`config.mk`:
```
export PLATFORM = sky130hd
export DESIGN_NAME = fir_xifu_ctrl
export DESIGN_NICKNAME = d
export VERILOG_FILES = /design/src/rtl/fir_xifu_ctrl.sv
export SDC_FILE = /design/constraint.sdc
export NUM_CORES = 1
export LEC_CHECK = 0
export CORE_UTILIZATION = 45
export DETAILED_ROUTE_END_ITERATION = 10
export HOLD_SLACK_MARGIN = 0.12
export PLACE_DENSITY_LB_ADDON = 0.1
export SLEW_MARGIN = 40
export SYNTH_ARGS = -nofsm -noshare
export SYNTH_HDL_FRONTEND = slang
export SYNTH_SLANG_ARGS = --single-unit
```
`constraint.sdc`:
```
create_clock -name clk_i -period 11.8 [get_ports clk_i]
set_input_delay 2.36 -clock clk_i [delete_from_list [all_inputs] [get_ports clk_i]]
set_output_delay 2.36 -clock clk_i [all_outputs]
set_load 0.05 [all_outputs]
```
`src/rtl/fir_xifu_ctrl.sv`:
```
// In-order scoreboard and issue scheduler for offloaded XIFU instructions.
// Optional perf counters: define FIR_XIFU_CTRL_PERF_EN.
module fir_xifu_ctrl #(
  parameter int NB_REGS     = 4,
  parameter int NB_INFLIGHT = 4,
  parameter int ID_WIDTH    = 4,
  localparam int RW = $clog2(NB_REGS),
  localparam int IW = $clog2(NB_INFLIGHT),
  localparam int CW = IW + 1
) (
  input  logic                clk_i,
  input  logic                rst_ni,
  input  logic                clear_i,
  input  logic                issue_valid_i,
  input  logic [ID_WIDTH-1:0] issue_id_i,
  input  logic [RW-1:0]       issue_rd_i,
  input  logic                issue_rd_we_i,
  input  logic [RW-1:0]       issue_rs1_i,
  input  logic [RW-1:0]       issue_rs2_i,
  input  logic [1:0]          issue_rs_use_i,
  output logic                issue_ready_o,
  input  logic                commit_valid_i,
  input  logic [ID_WIDTH-1:0] commit_id_i,
  input  logic                commit_kill_i,
  input  logic                retire_valid_i,
  input  logic [ID_WIDTH-1:0] retire_id_i,
  output logic [NB_REGS-1:0]  regs_busy_o,
  output logic [CW-1:0]       inflight_cnt_o,
  output logic                kill_o,
  output logic [ID_WIDTH-1:0] kill_id_o,
`ifdef FIR_XIFU_CTRL_PERF_EN
  output logic [31:0]         perf_stall_o,
  output logic [31:0]         perf_retired_o,
`endif
  output logic                err_o
);

  logic [NB_INFLIGHT-1:0]               valid_q, valid_d, cmt_q, cmt_d, we_q, we_d;
  logic [NB_INFLIGHT-1:0][ID_WIDTH-1:0] id_q, id_d;
  logic [NB_INFLIGHT-1:0][RW-1:0]       rd_q, rd_d;
  logic [IW-1:0]       head_q, head_d, tail_q, tail_d;
  logic [CW-1:0]       cnt_q, cnt_d;
  logic [NB_REGS-1:0]  busy_q, busy_d;
  logic                kill_q, kill_d, err_q, err_d;
  logic [ID_WIDTH-1:0] kill_id_q, kill_id_d;

  logic          hazard_s, full_s, kill_req_s, accept_s, ret_ok_s, cm_hit_s;
  logic [IW-1:0] cm_idx_s, kill_age_s;

  // Issue gating and commit lookup, all from registered state.
  always_comb begin
    hazard_s = 1'b0;
    cm_hit_s = 1'b0;
    cm_idx_s = '0;
    for (int i = 0; i < NB_INFLIGHT; i++) begin
      hazard_s = hazard_s | (valid_q[i] & we_q[i] &
                 ((issue_rs_use_i[0] & (rd_q[i] == issue_rs1_i)) |
                  (issue_rs_use_i[1] & (rd_q[i] == issue_rs2_i)) |
                  (issue_rd_we_i & (rd_q[i] == issue_rd_i))));
      if (!cm_hit_s && valid_q[i] && !cmt_q[i] && (id_q[i] == commit_id_i)) begin
        cm_hit_s = 1'b1;
        cm_idx_s = IW'(i);
      end else begin
        cm_hit_s = cm_hit_s;
      end
    end
    full_s        = (cnt_q == CW'(NB_INFLIGHT));
    kill_req_s    = commit_valid_i & commit_kill_i;
    issue_ready_o = ~full_s & ~kill_req_s & ~hazard_s;
    accept_s      = issue_valid_i & issue_ready_o;
    ret_ok_s      = retire_valid_i & valid_q[head_q] & cmt_q[head_q] &
                    (id_q[head_q] == retire_id_i);
    kill_age_s    = cm_idx_s - head_q;
  end

  // Next-state: retire, then commit/kill, then accept.
  always_comb begin
    valid_d   = valid_q;
    cmt_d     = cmt_q;
    we_d      = we_q;
    id_d      = id_q;
    rd_d      = rd_q;
    head_d    = head_q;
    tail_d    = tail_q;
    cnt_d     = cnt_q;
    err_d     = err_q;
    kill_d    = 1'b0;
    kill_id_d = kill_id_q;
    if (clear_i) begin
      valid_d   = '0;
      cmt_d     = '0;
      we_d      = '0;
      id_d      = '0;
      rd_d      = '0;
      head_d    = '0;
      tail_d    = '0;
      cnt_d     = '0;
      kill_id_d = '0;
    end else begin
      if (ret_ok_s) begin
        valid_d[head_q] = 1'b0;
        cmt_d[head_q]   = 1'b0;
        head_d          = head_q + IW'(1);
      end else if (retire_valid_i) begin
        err_d = 1'b1;
      end else begin
        err_d = err_d;
      end
      if (kill_req_s && cm_hit_s) begin
        // Everything at or beyond the killed entry's age is younger and dropped.
        for (int i = 0; i < NB_INFLIGHT; i++) begin
          if (valid_q[i] && (IW'(IW'(i) - head_q) >= kill_age_s)) begin
            valid_d[i] = 1'b0;
            cmt_d[i]   = 1'b0;
          end else begin
            valid_d[i] = valid_d[i];
          end
        end
        tail_d = cm_idx_s;
        cnt_d  = CW'(kill_age_s) - CW'(ret_ok_s);
      end else begin
        if (commit_valid_i && cm_hit_s) begin
          cmt_d[cm_idx_s] = 1'b1;
        end else begin
          cmt_d = cmt_d;
        end
        if (accept_s) begin
          valid_d[tail_q] = 1'b1;
          cmt_d[tail_q]   = 1'b0;
          we_d[tail_q]    = issue_rd_we_i;
          id_d[tail_q]    = issue_id_i;
          rd_d[tail_q]    = issue_rd_i;
          tail_d          = tail_q + IW'(1);
        end else begin
          tail_d = tail_q;
        end
        cnt_d = cnt_q - CW'(ret_ok_s) + CW'(accept_s);
      end
      if (commit_valid_i && !cm_hit_s) begin
        err_d = 1'b1;
      end else begin
        err_d = err_d;
      end
      if (kill_req_s) begin
        kill_d    = 1'b1;
        kill_id_d = commit_id_i;
      end else begin
        kill_d = 1'b0;
      end
    end
  end

  // Busy map of the next state, so the registered output tracks the table.
  always_comb begin
    busy_d = '0;
    for (int i = 0; i < NB_INFLIGHT; i++) begin
      if (valid_d[i] && we_d[i]) begin
        busy_d[rd_d[i]] = 1'b1;
      end else begin
        busy_d = busy_d;
      end
    end
  end

  // State registers with synchronous active-low reset.
  always_ff @(posedge clk_i) begin
    if (!rst_ni) begin
      valid_q   <= '0;
      cmt_q     <= '0;
      we_q      <= '0;
      id_q      <= '0;
      rd_q      <= '0;
      head_q    <= '0;
      tail_q    <= '0;
      cnt_q     <= '0;
      busy_q    <= '0;
      kill_q    <= 1'b0;
      kill_id_q <= '0;
      err_q     <= 1'b0;
    end else begin
      valid_q   <= valid_d;
      cmt_q     <= cmt_d;
      we_q      <= we_d;
      id_q      <= id_d;
      rd_q      <= rd_d;
      head_q    <= head_d;
      tail_q    <= tail_d;
      cnt_q     <= cnt_d;
      busy_q    <= busy_d;
      kill_q    <= kill_d;
      kill_id_q <= kill_id_d;
      err_q     <= err_d;
    end
  end

  assign regs_busy_o    = busy_q;
  assign inflight_cnt_o = cnt_q;
  assign kill_o         = kill_q;
  assign kill_id_o      = kill_id_q;
  assign err_o          = err_q;

`ifdef FIR_XIFU_CTRL_PERF_EN
  logic [31:0] stall_q, stall_d, retired_q, retired_d;

  // Saturating performance counters.
  always_comb begin
    stall_d   = stall_q;
    retired_d = retired_q;
    if (clear_i) begin
      stall_d   = 32'd0;
      retired_d = 32'd0;
    end else begin
      if (issue_valid_i && !issue_ready_o && (stall_q != 32'hFFFF_FFFF)) begin
        stall_d = stall_q + 32'd1;
      end else begin
        stall_d = stall_q;
      end
      if (ret_ok_s && (retired_q != 32'hFFFF_FFFF)) begin
        retired_d = retired_q + 32'd1;
      end else begin
        retired_d = retired_q;
      end
    end
  end

  // Counter registers.
  always_ff @(posedge clk_i) begin
    if (!rst_ni) begin
      stall_q   <= 32'd0;
      retired_q <= 32'd0;
    end else begin
      stall_q   <= stall_d;
      retired_q <= retired_d;
    end
  end

  assign perf_stall_o   = stall_q;
  assign perf_retired_o = retired_q;
`endif

endmodule

```
Yosys cells after proc, flatten, opt, wreduce, memory -nomap -nowiden. Index checks and enable logic that the tools add are counted.

Input port bits: 28. Output and inout bits: 14. Word-level logic and storage cells: 232. Register bits: 53.

Add/subtract/negate cells: 10. Bitwise gates (word level): 54. Equality and inequality tests: 19. Magnitude comparators: 18. Muxes and demuxes: 71. Reductions and logical operators: 42.

Operators with widths (number): 4-bit two-way mux (21); 1-bit logical AND (29); 1-bit AND (27); 1-bit two-way mux (26); 2-bit == test (12); 8-bit two-way mux (3); 2-bit by 3-bit < comparator with 1-bit output, second input constant (7); 4-bit == test (5); 4-bit OR (5); 16-bit bitwise mux (1); 1-bit demux with 2-bit select (7); 2-bit by 1-bit >= comparator with 1-bit output, second input constant (7); 4-bit AND (3); 1-bit OR (11); 2-bit two-way mux (5); 4-bit binary-select mux with 2-bit select (1); 8-bit bitwise mux (1); 4-bit demux with 2-bit select (1); 2-bit >= comparator (4); 1-bit zero test (8); 4-bit inverter (2); 1-bit inverter (6); 2-bit by 1-bit adder with 2-bit output, second input constant (2); 1-bit binary-select mux with 2-bit select (2); other kinds (15) (18).

Logic depth before layout (Yosys ltp).
Depth in word-level cells: 33. Depth in mapped cells: 17. Depth with buffers taken out: 16.

Worst setup path before layout. Ideal clock, no wire load.

Path type: input to output. Start point: input port issue_rs2_i[1]. End point: output port issue_ready_o. Cell stages on the path: 6. Arrival time: 4.871 ns. Data required time: 9.440 ns. Path buffers: 1. Slack: 4.569 ns. Cells stage by stage: buf_4 > xnor2_1 > and4_1 > and4b_1 > nand3_1 > nor4b_1.

Longest elaborated chain between the ends: 10. Elaborated cells on any way between the ends: 25. Those cells by class: eq/ne: 4; bitwise: 21.

Ends and longest elaborated chain: start: declaration (line 19) `input logic [RW-1:0] issue_rs2_i,`; 2-bit == test (line 58) `(issue_rs_use_i[1] & (rd_q[i] == issue_rs2_i)) |`; 1-bit AND (line 58); 1-bit OR (line 57) `((issue_rs_use_i[0] & (rd_q[i] == issue_rs1_i)) |`; 1-bit OR (line 58); 1-bit AND (line 56) `hazard_s = hazard_s | (valid_q[i] & we_q[i] &`; 1-bit OR (2 in a row) (line 56); 1-bit OR * (line 56); 1-bit inverter * (line 69) `issue_ready_o = ~full_s & ~kill_req_s & ~hazard_s;`; 1-bit AND * (line 69); end: declaration (line 21) `output logic issue_ready_o,`.

Every way passes the cells marked *; elsewhere a longest branch is shown, timed or not.

Final worst setup path.
Start point: input port issue_rd_i[1]. End point: output port issue_ready_o.

Longest elaborated chain between the ends: 9. Elaborated cells on any way between the ends: 21. Those cells by class: eq/ne: 4; bitwise: 17.

Ends and longest elaborated chain: start: declaration (line 16) `input logic [RW-1:0] issue_rd_i,`; 2-bit == test (line 59) `(issue_rd_we_i & (rd_q[i] == issue_rd_i))));`; 1-bit AND (line 59); 1-bit OR (line 58); 1-bit AND (line 56); 1-bit OR (2 in a row) (line 56); 1-bit OR * (line 56); 1-bit inverter * (line 69); 1-bit AND * (line 69).

Marks and branches as above.

==> impl_results.md <==
- Outcome: finished clean
- Simple logic cell fraction of the synthesized area: 25.2%
- Mean Syn Cell Area: 8.18 µm²
- Max Fanout on Critical Path: 10
- Minimum clock period: 7.39 ns
- Pin count of the biggest net entering global routing: 29
- WS Path Type: in -> out
- Worst EP required: 9.44 ns
- Final layout net count: 525
- Via count of the first global-routing pass: 3184
- Type of the worst min-delay path: reg -> reg
- Post-synth ARST share: 0%
- DIE AREA: 0.00866 mm²
- Post-synthesis instance area: 0.00373 mm²
- CTS tree: yes
- Cells after synthesis: 456
- Worst Skew: 0.0112 ns
- Worst path arrival time: 5.03 ns
- EDFF count, synth: 0
- Maximum buffer depth of the clock tree: 2
- Power after layout: 0.347 mW
- Placeable core area: 0.00789 mm²
- Total power per unit cell area: 82.0 mW/mm²
- Routability congestion estimate from global placement: 0.910
- CP startpoint kind: input port
- Insertion delay of the later-clocked pin in the worst-skew pair: 0.33 ns
- Starting density of the core: 47.3%
- Leakage: 1.60 nW
- Post-synthesis to final-layout area growth: 13.6%
- Number of max-cap violations: 0
- Post-synthesis compound-gate area fraction: 15.4%
- Final wirelength: 10500 µm
- Critical path's most frequent cell: clkdlybuf4s50_1
- Cts bufs inserted: 5
- Sequential cell area fraction in the yosys report: 28.4%
- Synth Flop Type: dfxtp_1
- Number of buffers inserted to repair setup after CTS: 0
- ANT cells: 0
- Number of buffers inserted by hold repair at cts: 0
- DP Cell Count: 572
- Max-slew violation count: 0
- RSZ-0062 raised after global routing: no
- Post-cts gate resize count: 0
- Routed wire per std cell: 18.1 µm
- Floorplan die width: 93.0 µm
- Count of unresolved DRC violations after routing: 0
- Top achievable clock speed: 135 MHz
- Slew at the pin closest to its max-slew limit: 0.789 ns
- Routed Antenna Nets: 0
- Combinational family with the most area after synthesis: simple AND/OR/NAND/NOR gates
- Via density per instance: 5.88
- Proportion of layout cells with a drive suffix above 1: 5.23%
- Synthesis warning total: 0
- Cell at the slowest stage of the critical path: clkdlybuf4s50_1
- CTS HTree Levels: 2
- Row count: 32
- Final hold violations: 0
- Critical path endpoint category: output pin
- Net Count, Synth: 504
- Number of endpoints failing setup at the final stage: 0
- Total of flip-flops plus latches after synthesis: 53
- Adder-cell share of the synthesized area: 7.31%
- Clock slew seen by the registers of the worst setup and hold paths: 0.10 ns
- Final worst path period share: 62.7%
- Die outline height: 93.0 µm
- Count of different cell masters after synthesis: 69
- Sum of negative setup slack: 0 ns
- Number of I/O port buffers: 41
- Sum of net half-perimeters after detailed placement: 7960 µm
- Vias after detailed routing: 3411
- First-pass GRT wire length: 16700 µm
- Summed area of non-filler cells in the final layout: 0.00424 mm²
- Remaining global-route overflow: 0
- Count of placed standard cells in the final layout, fillers left out: 580
- Number of primary I/O pins: 42
- TritonCTS sink count: 53
- CTS Root Cell: clkbuf_8
- Post-Route Hold Slack: 0.459 ns
- Peak VDD IR: 52.3 µV
- Maximum cell stage delay along the critical path: 0.86 ns
- Initial antenna violation count: 0
- CP Cell Sequence: clkdlybuf4s50_1 > xor2_1 > nor2_1 > o21bai_2 > nand4_1 > nor4b_1 > clkdlybuf4s50_1
- Violation count after the first detailed-routing iteration: 174
- Slew Limit Headroom: 47.4%
- Overall global routing resource usage: 25.2%
- Placed instance area: 0.00414 mm²
- Post-synthesis xor/xnor area fraction: 8.45%
- Iteration count of the initial detailed-routing pass: 5
- Portion of netlist area occupied by mux cells: 8.32%
## kinds of logic after synthesis
group / count (synthesis)
muxes: 26
and+or+nand+nor: 181
DFF: 53
buffers and inverters: 59
xor gates and xnor gates: 36
AOI/OAI and AO/OA: 81
adders and majority gates: 20
## sequential cells by signal, indices dropped and copies added (netlist names)
signal / cells
id_q: 16
rd_q: 8
cmt_q: 4
kill_id_o: 4
regs_busy_o: 4
valid_q: 4
we_q: 4
inflight_cnt_o: 3
head_q: 2
tail_q: 2
err_o: 1
kill_o: 1
## metal layers
layer	share of wire, %	GRT usage, %	vias to the layer above
li1	-	-	1651
met1	46	34.4	1643
met2	47	40.4	108
met3	5.6	5.37	9
met4	1.0	6.79	0
met5	0	0	-
## stage by stage
stage	util (%)	setup slack (ns)
6_report	53.7	4.41
2_1_floorplan	-	4.57
5_1_grt	53.7	4.21
4_1_cts	53.6	4.43
3_5_place_dp	52.4	4.44
3_3_place_gp	52.4	4.50
## critical path: cells and delay by family
kind | cells | cell delay (ns)
buffers and inverters | 2 | 1.62
and+or+nand+nor | 3 | 0.62
xor gates and xnor gates | 1 | 0.24
AOI/OAI and AO/OA | 1 | 0.19
## area by class of cell
type | count | area, µm²
Clock inverter | 3 | 25.0
Tap cell | 102 | 128
Sequential cell | 53 | 1060
Fill cell | 769 | 3650
Inverter | 31 | 116
Multi-Input combinational cell | 344 | 2420
Timing Repair Buffer | 42 | 418
Clock buffer | 5 | 68.8
## placed cells by master (no fill, tap or decap), types with 3 or more instances in the layout
cell              n
nand2_1          53
dfxtp_1          53
nor2_1           46
clkdlybuf4s50_1  41
a21oi_1          30
inv_1            29
xnor2_1          24
mux2i_1          22
ha_1             17
nand3_1          13
xor2_1           12
nor3_1           12
nand4_1           9
o21ai_0           7
and3_1            5
or3_1             5
nand4b_1          5
clkbuf_8          5
mux4_2            4
and4_1            4
a22oi_1           4
o211ai_1          3
and2_1            3
nand2b_1          3
o31a_1            3
nor4b_1           3
a2111oi_0         3
fa_1              3
## cell usage after synthesis (3+ instances only)
library cell   n  area share (%)
dfxtp_1       53              28
nand2_1       53             5.3
nor2_1        46             4.6
a21oi_1       30             4.0
inv_1         29             2.9
xnor2_1       24             5.6
mux2i_1       22             5.9
ha_1          17             5.7
nand3_1       13             1.7
nor3_1        13             1.7
buf_2         12             1.6
clkbuf_1      12             1.2
xor2_1        12             2.8
nand4_1        9             1.5
o21ai_0        7            0.94
and3_1         5            0.84
nand4b_1       5             1.2
or3_1          5            0.84
a22oi_1        4            0.81
and4_1         4            0.94
mux4_2         4             2.4
a2111oi_0      3            0.70
and2_1         3            0.50
fa_1           3             1.6
nand2b_1       3            0.50
nor4b_1        3            0.70
o211ai_1       3            0.60
o31a_1         3            0.70
## power by group
| part | internal, mW | switching (mW) | leakage (nW) |
|---|---|---|---|
| Sequential | 0.181 | 0.00275 | 0.428 |
| Clock | 0.0435 | 0.0689 | 0.0452 |
| Combinational | 0.0221 | 0.0290 | 1.12 |
## path summary, 6_finish.rpt
check | from | end | slack, ns | cells past startpoint
worst max-delay path | issue_rd_i[1] | issue_ready_o | 4.41 | 7
worst min register to register | kill_id_o[3] | kill_id_o[3] | 0.46 | 2
worst min-delay path | kill_id_o[3] | kill_id_o[3] | 0.46 | 2
worst max register to register | id_q[8] | regs_busy_o[3] | 7.47 | 14
(Power assumes the default switching activity.)
